## config.mk

```make
export PLATFORM = sky130hd
export DESIGN_NAME = tone_player
export DESIGN_NICKNAME = d
export VERILOG_FILES = /design/src/rtl/tone_player.sv
export SDC_FILE = /design/constraint.sdc
export NUM_CORES = 1
export LEC_CHECK = 0
export ABC_CLOCK_PERIOD_IN_PS = 6700
export BUFFER_PORTS_ARGS = -buffer_cell sky130_fd_sc_hd__buf_2
export CAP_MARGIN = 20
export CELL_PAD_IN_SITES_DETAIL_PLACEMENT = 0
export CELL_PAD_IN_SITES_GLOBAL_PLACEMENT = 2
export CORE_ASPECT_RATIO = 0.9
export CORE_MARGIN = 5
export CORE_UTILIZATION = 40
export DETAILED_ROUTE_END_ITERATION = 8
export PLACE_DENSITY_LB_ADDON = 0.1
export SLEW_MARGIN = 20
export SYNTH_ARGS = -nofsm -noshare
export SYNTH_HDL_FRONTEND = slang
export SYNTH_SLANG_ARGS = --single-unit
```

## constraint.sdc

```tcl
create_clock -name clk -period 6.7 [get_ports clk]
set_clock_uncertainty 0.05 [all_clocks]
set_input_delay 0.67 -clock clk [delete_from_list [all_inputs] [get_ports clk]]
set_output_delay 0.67 -clock clk [all_outputs]
set_load 0.03 [all_outputs]
```

## src/rtl/tone_player.sv

```systemverilog
// rtl/tone_player.sv - square-wave note player with a one-entry command holding buffer
// Each command is {pitch[7:4], duration[3:0]}; pitch 0 is a rest, duration 0 is dropped.
module tone_player #(
  parameter int BASE_HALF   = 28409,
  parameter int STEP_HALF   = 5000,
  parameter int UNIT_CYCLES = 5000000,
  parameter int CNT_W       = 24
) (
  input  logic       clk,
  input  logic       reset,
  input  logic [7:0] sound,
  input  logic       sound_valid,
  output logic       sound_ready,
  input  logic       stop,
  output logic       speaker,
  output logic       busy,
  output logic       note_done
);

  localparam logic [1:0] S_IDLE = 2'd0;
  localparam logic [1:0] S_TONE = 2'd1;
  localparam logic [1:0] S_REST = 2'd2;

  localparam logic [CNT_W-1:0] BASE_C    = CNT_W'(BASE_HALF);
  localparam logic [CNT_W-1:0] STEP_C    = CNT_W'(STEP_HALF);
  localparam logic [CNT_W-1:0] UNIT_LAST = CNT_W'(UNIT_CYCLES - 1);
  localparam logic [CNT_W-1:0] ONE_C     = CNT_W'(1);

  logic [1:0]       state_q, state_d;
  logic [7:0]       buf_q, buf_d;
  logic             buf_full_q, buf_full_d;
  logic [CNT_W-1:0] half_q, half_d;
  logic [CNT_W-1:0] half_cnt_q, half_cnt_d;
  logic [CNT_W-1:0] unit_cnt_q, unit_cnt_d;
  logic [3:0]       units_q, units_d;
  logic [3:0]       dur_q, dur_d;
  logic             speaker_q, speaker_d;
  logic             accept, last_cycle, load;
  logic [7:0]       load_cmd;

  function automatic logic [CNT_W-1:0] half_of(input logic [3:0] p);
    return BASE_C + CNT_W'(4'd15 - p) * STEP_C;
  endfunction

  assign sound_ready = !buf_full_q;
  assign busy        = (state_q != S_IDLE);
  assign speaker     = speaker_q;
  assign accept      = sound_valid && sound_ready && (sound[3:0] != 4'd0);
  assign last_cycle  = busy && (unit_cnt_q == UNIT_LAST) && (units_q == dur_q - 4'd1);
  assign note_done   = last_cycle;

  always_comb begin
    state_d    = state_q;
    buf_d      = buf_q;
    buf_full_d = buf_full_q;
    half_d     = half_q;
    half_cnt_d = half_cnt_q;
    unit_cnt_d = unit_cnt_q;
    units_d    = units_q;
    dur_d      = dur_q;
    speaker_d  = speaker_q;
    load       = 1'b0;
    load_cmd   = sound;
    if (stop) begin
      state_d    = S_IDLE;
      buf_full_d = 1'b0;
      speaker_d  = 1'b0;
    end else if (!busy) begin
      load = accept;
    end else if (last_cycle) begin
      // The buffered note wins over a fresh handshake so order is preserved.
      if (buf_full_q) begin
        load       = 1'b1;
        load_cmd   = buf_q;
        buf_full_d = 1'b0;
      end else if (accept) begin
        load = 1'b1;
      end else begin
        state_d   = S_IDLE;
        speaker_d = 1'b0;
      end
    end else begin
      if (unit_cnt_q == UNIT_LAST) begin
        unit_cnt_d = '0;
        units_d    = units_q + 4'd1;
      end else begin
        unit_cnt_d = unit_cnt_q + ONE_C;
      end
      if (state_q == S_TONE) begin
        if (half_cnt_q == half_q - ONE_C) begin
          half_cnt_d = '0;
          speaker_d  = !speaker_q;
        end else begin
          half_cnt_d = half_cnt_q + ONE_C;
        end
      end
      if (accept) begin
        buf_d      = sound;
        buf_full_d = 1'b1;
      end
    end
    if (load) begin
      state_d    = (load_cmd[7:4] == 4'd0) ? S_REST : S_TONE;
      half_d     = half_of(load_cmd[7:4]);
      half_cnt_d = '0;
      unit_cnt_d = '0;
      units_d    = 4'd0;
      dur_d      = load_cmd[3:0];
      speaker_d  = 1'b0;
    end
  end

  always_ff @(posedge clk or posedge reset) begin
    if (reset) begin
      state_q    <= S_IDLE;
      buf_q      <= 8'd0;
      buf_full_q <= 1'b0;
      half_q     <= '0;
      half_cnt_q <= '0;
      unit_cnt_q <= '0;
      units_q    <= 4'd0;
      dur_q      <= 4'd0;
      speaker_q  <= 1'b0;
    end else begin
      state_q    <= state_d;
      buf_q      <= buf_d;
      buf_full_q <= buf_full_d;
      half_q     <= half_d;
      half_cnt_q <= half_cnt_d;
      unit_cnt_q <= unit_cnt_d;
      units_q    <= units_d;
      dur_q      <= dur_d;
      speaker_q  <= speaker_d;
    end
  end

endmodule

```

==> results of run 1 <==
==> cells in the final DEF (no fill, tap or decap), drive strengths merged, types with 3 or more instances in the layout <==
cell    count
mux2i      11
mux2       14
inv        27
and2        4
nand2      57
nor4b       6
or4         4
o21ai      48
and3        9
nor3b       5
nor2       64
buf        21
nand4      21
nor4       11
clkbuf     12
nor3       20
clkinv      3
ha         33
or3        12
xnor2      29
a21oi      20
xor2       34
o31ai       5
dfrtp      85
nand3      24
or4b        4
a21o        6
nor2b       7
o211ai      4
a22o        7
and4        5
==> Yosys cell counts, types with 7 or more instances <==
master	number	area, um^2
and3_1	9	56.3
nand2_1	57	214
a21oi_1	19	95.1
mux2i_1	11	110
mux2_2	14	158
o21ai_0	46	230
nand3_1	24	120
nor3_1	20	100
xor2_1	34	298
nor2b_1	7	43.8
inv_1	28	105
nand4_1	21	131
xnor2_1	29	254
clkbuf_1	15	56.3
a22o_1	7	61.3
nor4_1	9	56.3
ha_1	33	413
or3_1	12	75.1
nor2_1	64	240
dfrtp_1	85	2130
==> cells by family (layout without fill, tap and decap cells) <==
family	Yosys count	in the layout	share of synthesized area (%)
and+or+nand+nor	261	261	24.1
AOI/OAI and AO/OA	110	110	12.2
DFF	85	85	37.7
xor gates and xnor gates	64	64	10.2
buffers and inverters	49	65	3.35
adders and majority gates	34	34	7.68
muxes	25	25	4.75
==> how the worst max path moves through the flow <==
stage | start | end
2_1_floorplan | dur_q[0]$_DFFE_PP0P_ | half_q[17]$_DFFE_PP0P_
3_3_place_gp | dur_q[0]$_DFFE_PP0P_ | half_q[17]$_DFFE_PP0P_
3_5_place_dp | dur_q[0]$_DFFE_PP0P_ | half_q[17]$_DFFE_PP0P_
4_1_cts | dur_q[0]$_DFFE_PP0P_ | half_q[17]$_DFFE_PP0P_
5_1_grt | dur_q[0]$_DFFE_PP0P_ | half_q[17]$_DFFE_PP0P_
6_report | dur_q[0]$_DFFE_PP0P_ | half_q[17]$_DFFE_PP0P_
==> power breakdown <==
group	switching, mW	leakage (nW)	total [mW]	internal (mW)
clock	0.205	0.163	0.551	0.346
combinational	0.257	1.51	0.483	0.226
sequential	0.146	1.11	0.769	0.623
total	0.609	2.78	1.80	1.19
==> per-layer routing <==
metal / vias up / track usage (%) / part of all wire (%)
met5: - / 0 / 0
met4: 0 / 4.22 / 1.3
met3: 12 / 4.10 / 3.1
met2: 62 / 27.0 / 44
met1: 2125 / 24.5 / 51
li1: 2272 / - / -
==> final cells by class <==
class	instances	area (um^2)	share of cell area [%]
multi-input cells	494	3340	53.3
clock inverters	4	70.1	1.12
well taps	193	241	3.86
repair buffers	21	120	1.92
clock buffers	12	256	4.10
flip-flops and latches	85	2130	34.0
inverters	28	106	1.70
==> sequential cells by signal, indices dropped and copies added (netlist names) <==
register    count
unit_cnt_q     24
units_q         4
dur_q           4
buf_full_q      1
buf_q           8
half_cnt_q     24
state_q         2
half_q         17
speaker         1
==> worst max-delay path: cells and delay by family, from the launching register on <==
| family | cells | cell delay, ns |
|---|---|---|
| AO/OA/AOI/OAI | 3 | 0.48 |
| XOR/XNOR | 1 | 0.13 |
| adder cells (fa/ha/maj) | 8 | 2.11 |
| buffers and inverters | 3 | 0.25 |
| flip-flops | 1 | 0.39 |
| multiplexers | 1 | 0.45 |
| AND/OR/NAND/NOR | 8 | 1.93 |
==> reports/metrics.yaml, run 1 <==
path_clk_slew_ns: 0.06
slew_violations: 0
drt-wirelength-per-cell_um: 15.8
synth_area_mm2: 0.00564
track_usage_pct: 17.4
synth_warnings: 0
instances_no_fill: 837
pre_cts_slack_ns: 0.785
reg2reg_setup_slack_ns: 0.78
power.density_mw_per_mm2: 288
syn-instance-count: 628
syn-num-nets: 674
max-clock-path-buffers: 2
die_area_mm2: 0.0166
slew_headroom_pct: 46.0
rows: 41
start_util_pct: 40.6
fmax_mhz: 169
dp_hpwl_mm: 9.81
holdWs_ns: 0.251
drtAntennaViolNets: 0
setup_viol: 0
cts_resized: 0
drc_errors: 0
grt_setup_unrepaired: "false"
dr.pass1.iters: 6
h-tree-depth: 3
hold_class: "in2async"
port_buffers: 15
worst_slew_pin_slew_ns: 0.804
leakage_nw: 2.78
ys_seq_area_share_pct: 37.7
dp_cells: 821
area_growth_pct: 11.0
crit_top_cell: "ha_1"
endpoint_kind: "flip-flop"
cts-hold-fix-buffers: 0
numCtsBuffers: 9
cpMaxStageDelayCell: "and4b_1"
drt_iter0_drc: 219
final.fill_count: 1347
status: "completed"
grt_pass1_vias: 4485
place.gp.congestion: 0.785
cap_violations: 0
r2r_start: "dur_q[0]$_DFFE_PP0P_"
fin_crit_ns: 5.92
syn_area_per_cell_um2: 8.98
cts_setup_buffers: 0
clkLatencyLatePin_ns: 0.34
drt_wl_total_mm: 13.2
grt_overflow: 0
worstRegToRegCells: 24
finalCoreUtilization_pct: 45.0
synthDistinctLibCells: 58
period_share_pct: 88.3
grt_max_degree: 64
cts_tree: "yes"
finish.instance_area_mm2: 0.00626
r2r_end: "half_q[17]$_DFFE_PP0P_"
numClockSinks: 85
synth_edf_count: 0
fin_nets: 685
routed_via_density: 5.34
critPathMaxFanout: 13
setup_tns_ns: 0
synth_async_sr_flop_share_pct: 100
core_area_mm2: 0.0139
cpPeakStageDelay_ns: 0.48
antenna_found_initial: 0
cts-root-buf: "clkbuf_16"
cp.required_ns: 6.87
power.total_mw: 1.80
grt_first_pass_wirelength_mm: 23.0
start_kind: "flip-flop"
post_dp_cell_area_mm2: 0.00593
vias: 4471
num_antenna_cells: 0
ys_ff_latch: 85
worst_slack_ns: 0.782
drive_above_1_share_pct: 9.63
die-width_um: 135
worstSetupPathType: "reg2reg"
cp_cell_sequence: "inv_1 -> ha_1 -> xnor2_1 -> nor4_1 -> and4b_1 -> nand2_1 -> mux2i_1 -> inv_1 -> ha_1 -> ha_1 -> or2_2 -> ha_1 -> ha_1 -> ha_1 -> ha_1 -> inv_1 -> fa_1 -> nor2b_1 -> o21ai_0 -> nand2b_1 -> nor2_1 -> nor2_1 -> o211ai_1 -> o311ai_0"
arrival_ns: 6.09
ioPinCount: 16
dieHeight_um: 123
vdd_drop_max_uv: 207
synthFlopType: "dfrtp_1"
hold_violations: 0
(Power assumes the default switching activity.)
==> run 2: changes to the inputs <==
--- a/config.mk
+++ b/config.mk
@@ -10,7 +10,6 @@
 export CAP_MARGIN = 20
 export CELL_PAD_IN_SITES_DETAIL_PLACEMENT = 0
 export CELL_PAD_IN_SITES_GLOBAL_PLACEMENT = 2
-export CORE_ASPECT_RATIO = 0.9
 export CORE_MARGIN = 5
 export CORE_UTILIZATION = 40
 export DETAILED_ROUTE_END_ITERATION = 8
==> run 2 against run 1 <==
Compared with the run above: global-route usage shrank 0.22 points; highest routed layer unchanged; critical path type unchanged; largest power group unchanged; maximum frequency grew 0.92%; combinational power is essentially flat; power shrank 2.8%; die area is essentially flat; clock power shrank 8.9%; register-to-register slack gained 0.05 ns; utilization shrank 0.30 points; sequential share of layout area grew 0.28 points; setup slack gained 0.054 ns; wire length grew 0.13%; largest cell class unchanged.
==> reports/metrics.yaml, run 2 (synthesis results as in run 1) <==
grt_pass1_vias: 4536  # was 4485
cts_resized: 0  # unchanged
wl_met2_mm: 6.00  # was 5.86 mm
holdWs_ns: 0.264  # was 0.251 ns
drt_iter0_drc: 219  # unchanged
worst_slew_pin_slew_ns: 0.823  # was 0.804 ns
drive_above_1_share_pct: 9.49  # was 9.63%
fin_crit_ns: 5.86  # was 5.92 ns
cts-hold-fix-buffers: 0  # unchanged
critPathMaxFanout: 13  # unchanged
period_share_pct: 87.5  # was 88.3%
drc_errors: 0  # unchanged
cp.required_ns: 6.87  # about the same
track_usage_pct: 17.1  # was 17.4%
leakage_nw: 2.77  # was 2.78 nW
numClockSinks: 85  # unchanged
drtAntennaViolNets: 0  # unchanged
cts_setup_buffers: 0  # unchanged
clkLatencyLatePin_ns: 0.34  # about the same
grt_setup_unrepaired: "false"  # unchanged
finalCoreUtilization_pct: 44.7  # was 45.0%
antenna_found_initial: 0  # unchanged
grt_first_pass_wirelength_mm: 22.9  # was 23.0 mm
drt-wirelength-per-cell_um: 16.0  # was 15.8 um
rows: 43  # was 41
vias: 4465  # was 4471
routed_via_density: 5.43  # was 5.34
top_layer: "met4"  # unchanged
vdd_drop_max_uv: 198  # was 207 uV
numCtsBuffers: 9  # unchanged
arrival_ns: 6.04  # was 6.09 ns
pre_cts_slack_ns: 0.830  # was 0.785 ns
die-width_um: 129  # was 135 um
fin_nets: 685  # unchanged
die_area_mm2: 0.0166  # about the same
grt_overflow: 0  # unchanged
setup_viol: 0  # unchanged
setup_tns_ns: 0  # unchanged
hold_class: "in2async"  # unchanged
final_cell_mix: "dfrtp_1 (85), nor2_1 (64), nand2_1 (57)"  # unchanged
area_growth_pct: 10.1  # was 11.0%
final_common_cell: "dfrtp_1"  # unchanged
power.density_mw_per_mm2: 282  # was 288 mW/mm^2
num_antenna_cells: 0  # unchanged
slew_violations: 0  # unchanged
fmax_mhz: 171  # was 169 MHz
cap_violations: 0  # unchanged
status: "completed"  # unchanged
grt_max_degree: 62  # was 64
cts_tree: "yes"  # unchanged
port_buffers: 15  # unchanged
max-clock-path-buffers: 2  # unchanged
dp_cells: 808  # was 821
hold_violations: 0  # unchanged
path_clk_slew_ns: 0.07  # was 0.06 ns
instances_no_fill: 823  # was 837
h-tree-depth: 3  # unchanged
dr.pass1.iters: 4  # was 6
core_area_mm2: 0.0139  # about the same
top_regs: "half_cnt_q (24), unit_cnt_q (24), half_q (17)"  # unchanged
endpoint_kind: "flip-flop"  # unchanged
wl_met1_mm: 6.68  # was 6.74 mm
worst_slack_ns: 0.836  # was 0.782 ns
dp_hpwl_mm: 9.77  # was 9.81 mm
dieHeight_um: 129  # was 123 um
ioPinCount: 16  # unchanged
slew_headroom_pct: 44.7  # was 46.0%
worstSetupPathType: "reg2reg"  # unchanged
drt_wl_total_mm: 13.2  # about the same
cts-root-buf: "clkbuf_16"  # unchanged
start_kind: "flip-flop"  # unchanged
final.fill_count: 1379  # was 1347
start_util_pct: 40.6  # about the same
place.gp.congestion: 0.784  # was 0.785
wl_met3_um: 301  # was 410 um
==> run 2: cell types whose count changed in the layout (fill, tap and decap cells not counted), sizes merged <==
cell,before,now
bufinv,2,1
clkbuf,12,11
clkinv,3,4
==> run 2: report_power, final <==
part / internal, mW / total [mW] / switching, mW
Clock: 0.297 / 0.502 / 0.206
Sequential: 0.623 / 0.766 / 0.144
Combinational: 0.226 / 0.484 / 0.259
Total: 1.14 / 1.75 / 0.608
==> run 2: routing by layer <==
| metal | GRT usage (%) | up-vias |
|---|---|---|
| met5 | 0 | - |
| li1 | - | 2264 |
| met2 | 27.5 | 45 |
| met1 | 23.7 | 2139 |
| met3 | 2.70 | 17 |
| met4 | 5.56 | 0 |
==> run 2: metrics by stage <==
step / area (um^2) / power, mW
after floorplan: 5640 / 1.13
after global placement: 5920 / 1.25
after detailed placement: 5920 / 1.26
after CTS: 6210 / 1.78
after global routing: 6210 / 1.88
final: 6210 / 1.75
==> run 2: final cells by class <==
cell class,count,area [um^2],area share [%]
flip-flops and latches,85,2130,34.3
clock inverters,4,48.8,0.786
repair buffers,21,120,1.93
well taps,180,225,3.63
clock buffers,11,243,3.91
multi-input cells,494,3340,53.8
inverters,28,106,1.71
==> run 2: worst paths after layout <==
| path | start | endpoint | slack (ns) | cells after the start |
|---|---|---|---|---|
| min in group clk | buf_q[0]$_DFFE_PP0P_ | buf_q[0]$_DFFE_PP0P_ | 0.46 | 1 |
| max in group asynchronous | reset | buf_q[3]$_DFFE_PP0P_ | 5.19 | 3 |
| worst min register to register | buf_q[0]$_DFFE_PP0P_ | buf_q[0]$_DFFE_PP0P_ | 0.46 | 1 |
| worst min-delay path | reset | half_cnt_q[22]$_DFFE_PP0P_ | 0.26 | 2 |
| worst max register to register | dur_q[0]$_DFFE_PP0P_ | half_q[17]$_DFFE_PP0P_ | 0.84 | 24 |
| worst max-delay path | dur_q[0]$_DFFE_PP0P_ | half_q[17]$_DFFE_PP0P_ | 0.84 | 24 |
==> run 2: worst max-delay path, cell delays in order (launching register included) <==
cell and delay, ns:
dfrtp_1 0.39, inv_1 0.06, ha_1 0.30, xnor2_1 0.13, nor4_1 0.39, and4b_1 0.47
nand2_1 0.43, mux2i_1 0.45, inv_1 0.14, ha_1 0.37, ha_1 0.21, or2_2 0.29
ha_1 0.20, ha_1 0.18, ha_1 0.27, ha_1 0.16, inv_1 0.06, fa_1 0.39
nor2b_1 0.12, o21ai_0 0.08, nand2b_1 0.09, nor2_1 0.04, nor2_1 0.09, o211ai_1 0.08
o311ai_0 0.30
